[src/rtl/branch_resolve_unit.sv]
// Execute-stage branch/jump resolution: decodes the branch condition from ALU
// flags, issues a one-cycle fetch redirect and a two-cycle flush sequence.
module branch_resolve_unit #(
  parameter int COUNT_W = 16
) (
  input  logic               clk,
  input  logic               rst,
  input  logic               ex_valid,
  input  logic               stall,
  input  logic               branch_ex,
  input  logic               jump_ex,
  input  logic [2:0]         funct3_ex,
  input  logic               zero,
  input  logic               negative,
  input  logic               carry,
  input  logic               overflow,
  input  logic [31:0]        pc_target_ex,
  output logic               pc_src,
  output logic [31:0]        pc_target,
  output logic               flush_d,
  output logic               flush_e,
  output logic               busy,
  output logic [COUNT_W-1:0] taken_count
);

  typedef enum logic [1:0] {
    IDLE     = 2'b00,
    REDIRECT = 2'b01,
    RECOVER  = 2'b10
  } state_t;

  state_t state_reg, state_next;

  logic               pc_src_reg, pc_src_next;
  logic               flush_d_reg, flush_d_next;
  logic               flush_e_reg, flush_e_next;
  logic [31:0]        pc_target_reg;
  logic [COUNT_W-1:0] count_reg;

  logic       cond_eq, cond_lt, cond_ltu;
  logic [7:0] cond_table;
  logic       taken;
  logic       accept;
  logic       redirect;
  logic       load_target;
  logic       count_sat;

  // Flags come from A-B: carry set means no borrow, i.e. A >= B unsigned.
  assign cond_eq  = zero;
  assign cond_lt  = negative ^ overflow;
  assign cond_ltu = ~carry;

  // Indexed by funct3; encodings 010/011 are not branches and never take.
  assign cond_table = {~cond_ltu, cond_ltu, ~cond_lt, cond_lt,
                       1'b0, 1'b0, ~cond_eq, cond_eq};
  assign taken      = cond_table[funct3_ex];

  assign accept   = ex_valid & ~stall & (state_reg == IDLE);
  assign redirect = accept & (jump_ex | (branch_ex & taken));

  always_comb begin
    state_next   = state_reg;
    load_target  = 1'b0;
    pc_src_next  = 1'b0;
    flush_d_next = 1'b0;
    flush_e_next = 1'b0;

    case (state_reg)
      IDLE: begin
        if (redirect) begin
          state_next  = REDIRECT;
          load_target = 1'b1;
        end
      end
      REDIRECT: state_next = RECOVER;
      RECOVER:  state_next = IDLE;
      default:  state_next = IDLE;
    endcase

    // Outputs are registered, so they are decoded from the state being entered.
    case (state_next)
      REDIRECT: begin
        pc_src_next  = 1'b1;
        flush_d_next = 1'b1;
        flush_e_next = 1'b1;
      end
      RECOVER: flush_e_next = 1'b1;
      default: ;
    endcase
  end

  always_ff @(posedge clk or posedge rst) begin
    if (rst) begin
      state_reg   <= IDLE;
      pc_src_reg  <= 1'b0;
      flush_d_reg <= 1'b0;
      flush_e_reg <= 1'b0;
    end else begin
      state_reg   <= state_next;
      pc_src_reg  <= pc_src_next;
      flush_d_reg <= flush_d_next;
      flush_e_reg <= flush_e_next;
    end
  end

  assign count_sat = &count_reg;

  always_ff @(posedge clk or posedge rst) begin
    if (rst) begin
      pc_target_reg <= 32'h0;
      count_reg     <= '0;
    end else if (load_target) begin
      pc_target_reg <= pc_target_ex;
      if (!count_sat) begin
        count_reg <= count_reg + COUNT_W'(1);
      end
    end
  end

  assign pc_src      = pc_src_reg;
  assign flush_d     = flush_d_reg;
  assign flush_e     = flush_e_reg;
  assign pc_target   = pc_target_reg;
  assign taken_count = count_reg;
  assign busy        = (state_reg != IDLE);

endmodule

[config.mk]
export PLATFORM = sky130hd
export DESIGN_NAME = branch_resolve_unit
export DESIGN_NICKNAME = d
export VERILOG_FILES = /design/src/rtl/branch_resolve_unit.sv
export SDC_FILE = /design/constraint.sdc
export NUM_CORES = 1
export LEC_CHECK = 0
export ABC_AREA = 1
export BUFFER_PORTS_ARGS = -buffer_cell sky130_fd_sc_hd__buf_2
export CAP_MARGIN = 25
export CORE_MARGIN = 2
export CORE_UTILIZATION = 48
export CTS_CLUSTER_SIZE = 10
export DETAILED_ROUTE_END_ITERATION = 8
export PLACE_DENSITY = 0.88
export SLEW_MARGIN = 5
export SYNTH_ARGS = -nofsm -noshare
export SYNTH_HDL_FRONTEND = slang
export SYNTH_SLANG_ARGS = --single-unit
[constraint.sdc]
create_clock -name clk -period 2.1 [get_ports clk]
set_clock_uncertainty 0.15 [all_clocks]
set_input_delay 0.21 -clock clk [delete_from_list [all_inputs] [get_ports clk]]
set_output_delay 0.21 -clock clk [all_outputs]
set_load 0.01 [all_outputs]
==> metrics.md, run 1 <==
| Metric | Value |
|---|---|
| Iter 0 DRT Violations | `158` |
| Post-route cell area | `0.00349 mm^2` |
| Ports | `97` |
| Unrepaired setup endpoints after global routing | `false` |
| CP max stage delay | `420 ps` |
| Status | `complete, no violations` |
| GR Layer Usage met1 | `0.316` |
| Crit path required time | `2150 ps` |
| Initial antenna violation count | `0` |
| Placed inst area | `0.00305 mm^2` |
| Final-report setup violation count | `0` |
| H-tree depth | `2` |
| Flops & latches, synth | `52` |
| Worst setup path category | `flip-flop to flip-flop` |
| Critical-path top delay cell | `dfrtp_1` |
| CP dominant cell by count | `nand2_1` |
| Core Area | `0.00504 mm^2` |
| Net Sw Frac | `0.321` |
| Vias in the first global route | `2470` |
| Lkg Pwr | `1.98 nW` |
| Fill count | `353` |
| Cell Area, Synth | `0.00248 mm^2` |
| Grt met2 use | `0.418` |
| Die Area | `0.00575 mm^2` |
| HP Class | `input pin to flip-flop` |
| Cell variety after synth | `24` |
| Worst path bufs/invs | `1` |
| Via-per-instance ratio | `5.10` |
| Reg-to-reg endpoint | `taken_count[12]$_DFFE_PP0P_` |
| Clock power share | `0.229` |
| Net Switching | `0.827 mW` |
| Max Fclk | `0.526 GHz` |
| DP HPWL | `4220 um` |
| P_int | `1.75 mW` |
| Initial core utilization | `0.492` |
| Setup crit end kind | `flip-flop` |
| Synth area leader | `dfrtp_1` |
| Mapped Cells | `305` |
| Global-route wire length before repair | `11000 um` |
| Max Cap Viol | `0` |
| Grt peak-use layer | `met2` |
| Hold WS | `169 ps` |
| R2R setup slack | `200 ps` |
| Hold Startpoint | `stall` |
| Clk root buf | `clkbuf_8` |
| Total Routing Usage GR | `0.252` |
| TritonCTS clock tree | `done` |
| Die Wd | `75.9 um` |
| Average size of a mapped cell | `8.13 um^2` |
| Critical-path cell list | `ha_1 > nand3_1 > nor3_4 > buf_4 > nand2_1 > nor3_1 > nand3_1 > nand2_1 > nand2_1` |
| Sequential area share after synthesis | `0.525` |
| Crit start category | `flip-flop` |
| Synthesized net count | `352` |
| TritonRoute pass-1 iters | `5` |
| Clk slew on worst S/H paths | `90 ps` |
| Layout cell share with drive strength beyond 1 | `0.272` |
| DR vias | `2589` |
| CTS max path bufs | `2` |
| Hold path cells | `4` |
| Maximum VDD drop | `0.584 mV` |
| Num Clock Sinks | `52` |
| N_diodes | `0` |
| Worst hold endpoint | `state_reg[0]$_DFF_PP0_` |
| IO buf count | `96` |
| Critical path data arrival time | `1950 ps` |
| Placed cells | `467` |
| Final nets | `484` |
| # DRC | `0` |
| Worst setup path start | `taken_count[0]$_DFFE_PP0P_` |
| Area delta synth->final | `40.9%` |
| Max-slew violations | `0` |
| Worst slew pin tran | `553 ps` |
| Max reg flops | `32` |
| Logic pwr share | `0.267` |
| Routed Antenna Nets | `0` |
| Die Y | `75.9 um` |
| Final min period | `1900 ps` |
| Yosys warning count | `0` |
| R2R cell count | `9` |
| Inserted Clock Buffers | `5` |
| PwrDens | `738 mW/mm^2` |
| Flop pwr share | `0.505` |
| Total gr overflow | `0` |
| Maximum fanout along the worst path | `5` |
| Largest net degree at the start of global routing | `33` |
| Site Rows | `26` |
| Finished Layout Cells | `508` |
| Grt met3 use | `0.0741` |
| GPL Wtd Cong | `0.840` |
| Endpoints failing hold | `0` |
| WL/cell | `13.6 um` |
| Final Routed Wirelength | `6920 um` |
| Post-synth top area share | `0.525` |
| Crit-path leading delay family | `simple AND/OR/NAND/NOR gates` |
| Ranking of synthesized cells by area | `dfrtp_1 52%, nand2_1 23%, nand4_1 5.0%` |
| Reg2Reg Launch Point | `taken_count[0]$_DFFE_PP0P_` |
| Worst skew pair latency | `300 ps` |
| Max-slew headroom | `0.631` |
| Fin Setup TNS | `0 ps` |
| Fin crit share | `0.906` |
==> power by group through the flow <==
stage / Sequential, mW / Combinational (mW) / Clock (mW)
finish: 1.30 / 0.687 / 0.590
global route: 1.32 / 0.765 / 0.638
CTS: 1.29 / 0.671 / 0.606
detailed placement: 1.30 / 0.628 / 0
global placement: 1.30 / 0.600 / 0
floorplan: 1.38 / 0.254 / 0
==> cell type report <==
cell class	count	area [um^2]	share of cell area
inverters	22	82.6	0.0236
clock inverters	1	7.51	0.00215
well taps	70	87.6	0.0251
clock buffers	7	86.3	0.0247
repair buffers	136	888	0.254
flip-flops and latches	52	1300	0.372
multi-input cells	220	1040	0.298
==> Yosys cell counts (all sizes together) <==
master and count:
nand2 156, dfrtp 52, inv 22, nand4 21, buf 11, nand3 11
nor2 9, nor3 7, xor2 7, ha 2, or2 2, xnor2 2
a21boi 1, nor3b 1, o21ai 1
==> how the worst max path moves through the flow <==
stage	endpoint	slack, ps	cells past startpoint
2_1_floorplan	flush_e$_DFF_PP0_	270	7
3_3_place_gp	taken_count[0]$_DFFE_PP0P_	250	7
3_5_place_dp	taken_count[15]$_DFFE_PP0P_	170	7
4_1_cts	taken_count[15]$_DFFE_PP0P_	150	7
5_1_grt	taken_count[12]$_DFFE_PP0P_	20	9
6_report	taken_count[12]$_DFFE_PP0P_	200	9
==> cells by family after synthesis <==
family	Yosys count	synth area share
simple gates	207	0.366
flops	52	0.525
buf+inv	33	0.0621
xor+xnor	9	0.0318
compound gates	2	0.00505
fa+ha+maj	2	0.0101
==> stage by stage <==
stage | util | total power [mW] | setup slack [ps]
finish | 0.693 | 2.58 | 198
global route | 0.693 | 2.73 | 17.4
CTS | 0.690 | 2.57 | 147
detailed placement | 0.605 | 1.93 | 168
global placement | 0.605 | 1.90 | 253
floorplan | - | 1.64 | 268
==> timing repair <==
action	4_1_cts	5_1_grt
endpoints found under the hold margin	56	0
resized for setup	0	2
setup endpoints to repair	0	15
hold buffers	33	0
buffers inserted	0	0
==> layout by cell type (no fill, tap or decap) <==
master	Yosys	layout
a21boi_0	1	1
buf_12	0	2
buf_2	6	96
buf_4	4	5
clkbuf_1	0	1
clkbuf_8	0	6
clkinvlp_4	0	1
dfrtp_1	52	52
dlygate4sd3_1	0	33
ha_1	2	2
inv_1	21	20
inv_2	1	2
nand2_1	154	154
nand2_2	1	1
nand2_4	1	1
nand3_1	10	10
nand3_4	0	1
nand4_1	20	20
nand4_4	0	1
nor2_1	9	9
nor3_1	6	6
nor3_4	1	1
nor3b_4	1	1
o21ai_0	1	1
or2_1	1	1
or2_4	1	1
xnor2_1	2	2
xor2_1	7	7
==> tightest hold or removal path, stage by stage <==
cell	delay (ps)
buf_2	100
nor3b_4	60
nand2_4	60
inv_2	110
==> per-layer routing <==
metal / up-vias / part of all wire
met5: - / 0
met4: 0 / 0.022
met3: 21 / 0.080
met2: 140 / 0.50
met1: 1206 / 0.40
li1: 1222 / -
Note: power is estimated with default switching activity, not from simulation.
==> run 2: changes to the inputs <==
==> constraint.sdc (replaced) <==
create_clock -name clk -period 2.1 [get_ports clk]
set_clock_uncertainty 0.15 [all_clocks]
set_input_delay 0.525 -clock clk [delete_from_list [all_inputs] [get_ports clk]]
set_output_delay 0.525 -clock clk [all_outputs]
set_load 0.01 [all_outputs]
==> run 2 against run 1 <==
Net effect:
- register-to-register slack got worse by 50 ps
- cell area fell by 8.1%
- wire length fell by 17%
- fmax fell by 2.5%
- clock power fell by 4.6%
- cell count fell by 4.9%
- total power fell by 3.8%
- first-iteration DRC count fell by 17%
- highest routed layer unchanged
==> metrics.md, run 2 (synthesis gave the netlist of run 1 again) <==
| Metric | Value |
|---|---|
| Fill count | `430` |
| Crit start category | `flip-flop` |
| IO buf count | `96` |
| Initial core utilization | `0.492` |
| Site Rows | `26` |
| Max reg flops | `32` |
| Commonest non-fill, non-tap cells in the layout | `154 x nand2_1, 96 x buf_2, 52 x dfrtp_1` |
| GPL Wtd Cong | `0.899` |
| Final core occ | `0.636` |
| Area delta synth->final | `29.5%` |
| Placed inst area | `0.00309 mm^2` |
| Setup crit end kind | `flip-flop` |
| Most common cell after layout, fill and taps aside | `nand2_1` |
| Global-route wire length before repair | `9470 um` |
| # DRC | `0` |
| Final nets | `460` |
| Maximum VDD drop | `0.483 mV` |
| Final-report setup violation count | `0` |
| Endpoints failing hold | `0` |
| Fin Setup TNS | `0 ps` |
| HP Class | `input pin to async pin` |
| TritonRoute pass-1 iters | `4` |
| Lkg Pwr | `1.87 nW` |
| Ports | `97` |
| Largest net degree at the start of global routing | `53` |
| Via-per-instance ratio | `4.80` |
| Final min period | `1950 ps` |
| Die Area | `0.00575 mm^2` |
| Total gr overflow | `0` |
| Fin crit share | `0.929` |
| # hold bufs at CTS | `0` |
| Max Fclk | `0.512 GHz` |
| TritonCTS clock tree | `done` |
| Max-slew headroom | `0.737` |
| Worst slew pin tran | `394 ps` |
| Vias in the first global route | `2147` |
| Routed Antenna Nets | `0` |
| WL/cell | `12.0 um` |
| Worst setup path category | `flip-flop to flip-flop` |
| Initial antenna violation count | `0` |
| Total Routing Usage GR | `0.214` |
| N_diodes | `0` |
| Inserted Clock Buffers | `5` |
| Unrepaired setup endpoints after global routing | `false` |
| Placed cells | `473` |
| Die Wd | `75.9 um` |
| Final Routed Wirelength | `5770 um` |
| DP HPWL | `4260 um` |
| Layout cell share with drive strength beyond 1 | `0.317` |
| Iter 0 DRT Violations | `131` |
| Post-route cell area | `0.00321 mm^2` |
| H-tree depth | `2` |
| Max Cap Viol | `0` |
| Clk slew on worst S/H paths | `90 ps` |
| DR vias | `2316` |
| Die Y | `75.9 um` |
| Worst setup path start | `taken_count[0]$_DFFE_PP0P_` |
| Maximum fanout along the worst path | `8` |
| Core Area | `0.00504 mm^2` |
| Clk root buf | `clkbuf_8` |
| PwrDens | `773 mW/mm^2` |
| Num Clock Sinks | `52` |
| Critical path data arrival time | `2000 ps` |
| Worst skew pair latency | `300 ps` |
| Reg2Reg Launch Point | `taken_count[0]$_DFFE_PP0P_` |
| Crit path required time | `2150 ps` |
| CTS max path bufs | `2` |
| Max-slew violations | `0` |
| Status | `complete, no violations` |
| Finished Layout Cells | `483` |
-- run 2: layout make-up --
class / count / area (um^2) / area share
Sequential cell: 52 / 1300 / 0.405
Multi-Input combinational cell: 220 / 1040 / 0.323
Timing Repair Buffer: 112 / 617 / 0.192
Tap cell: 70 / 87.6 / 0.0273
Inverter: 22 / 82.6 / 0.0257
Clock buffer: 5 / 68.8 / 0.0214
Clock inverter: 2 / 16.3 / 0.00507
-- run 2: metrics by stage --
stage	power (mW)	hold slack (ps)	worst slack [ps]
final	2.48	102	149
after global placement	1.91	275	180
after CTS	2.50	114	121
after global routing	2.66	115	10.5
after floorplan	1.64	263	140
after detailed placement	1.93	279	68.1
-- run 2: timing repair --
action,CTS,global route
setup endpoints to repair,0,1
buffers inserted,0,3
resized for setup,0,4
hold endpoints to repair,0,0
-- run 2: where the power goes --
| group | switching (mW) | internal, mW | leakage (nW) | total (mW) |
|---|---|---|---|---|
| clock | 0.330 | 0.233 | 0.0406 | 0.563 |
| combinational | 0.341 | 0.276 | 1.16 | 0.618 |
| sequential | 0.125 | 1.17 | 0.672 | 1.30 |
| total | 0.797 | 1.68 | 1.87 | 2.48 |
-- run 2: worst max-delay path, cell delays in order, from the launching register on --
cell	delay (ps)
dfrtp_1	420
ha_2	220
nand3_2	120
nor3_4	290
buf_4	170
nand4_2	110
buf_4	220
nand4_1	90
nand2_1	60
-- run 2: per-layer routing --
metal	up-vias	track usage	share of wire
met5	-	0	0
met3	8	0.0450	0.056
met1	1053	0.273	0.43
met4	0	0.0643	0.011
met2	86	0.365	0.50
li1	1169	-	-
-- run 2: path summary, 6_finish.rpt --
kind	end	slack (ps)	depth (start not counted)
worst max-delay path	taken_count[13]$_DFFE_PP0P_	150	8
worst min-delay path	pc_target[0]$_DFFE_PP0P_	100	3
worst max register to register	taken_count[13]$_DFFE_PP0P_	150	8
worst min register to register	state_reg[1]$_DFF_PP0_	290	1
max in group asynchronous	taken_count[2]$_DFFE_PP0P_	1460	3
min in group clk	pc_target[10]$_DFFE_PP0P_	260	3
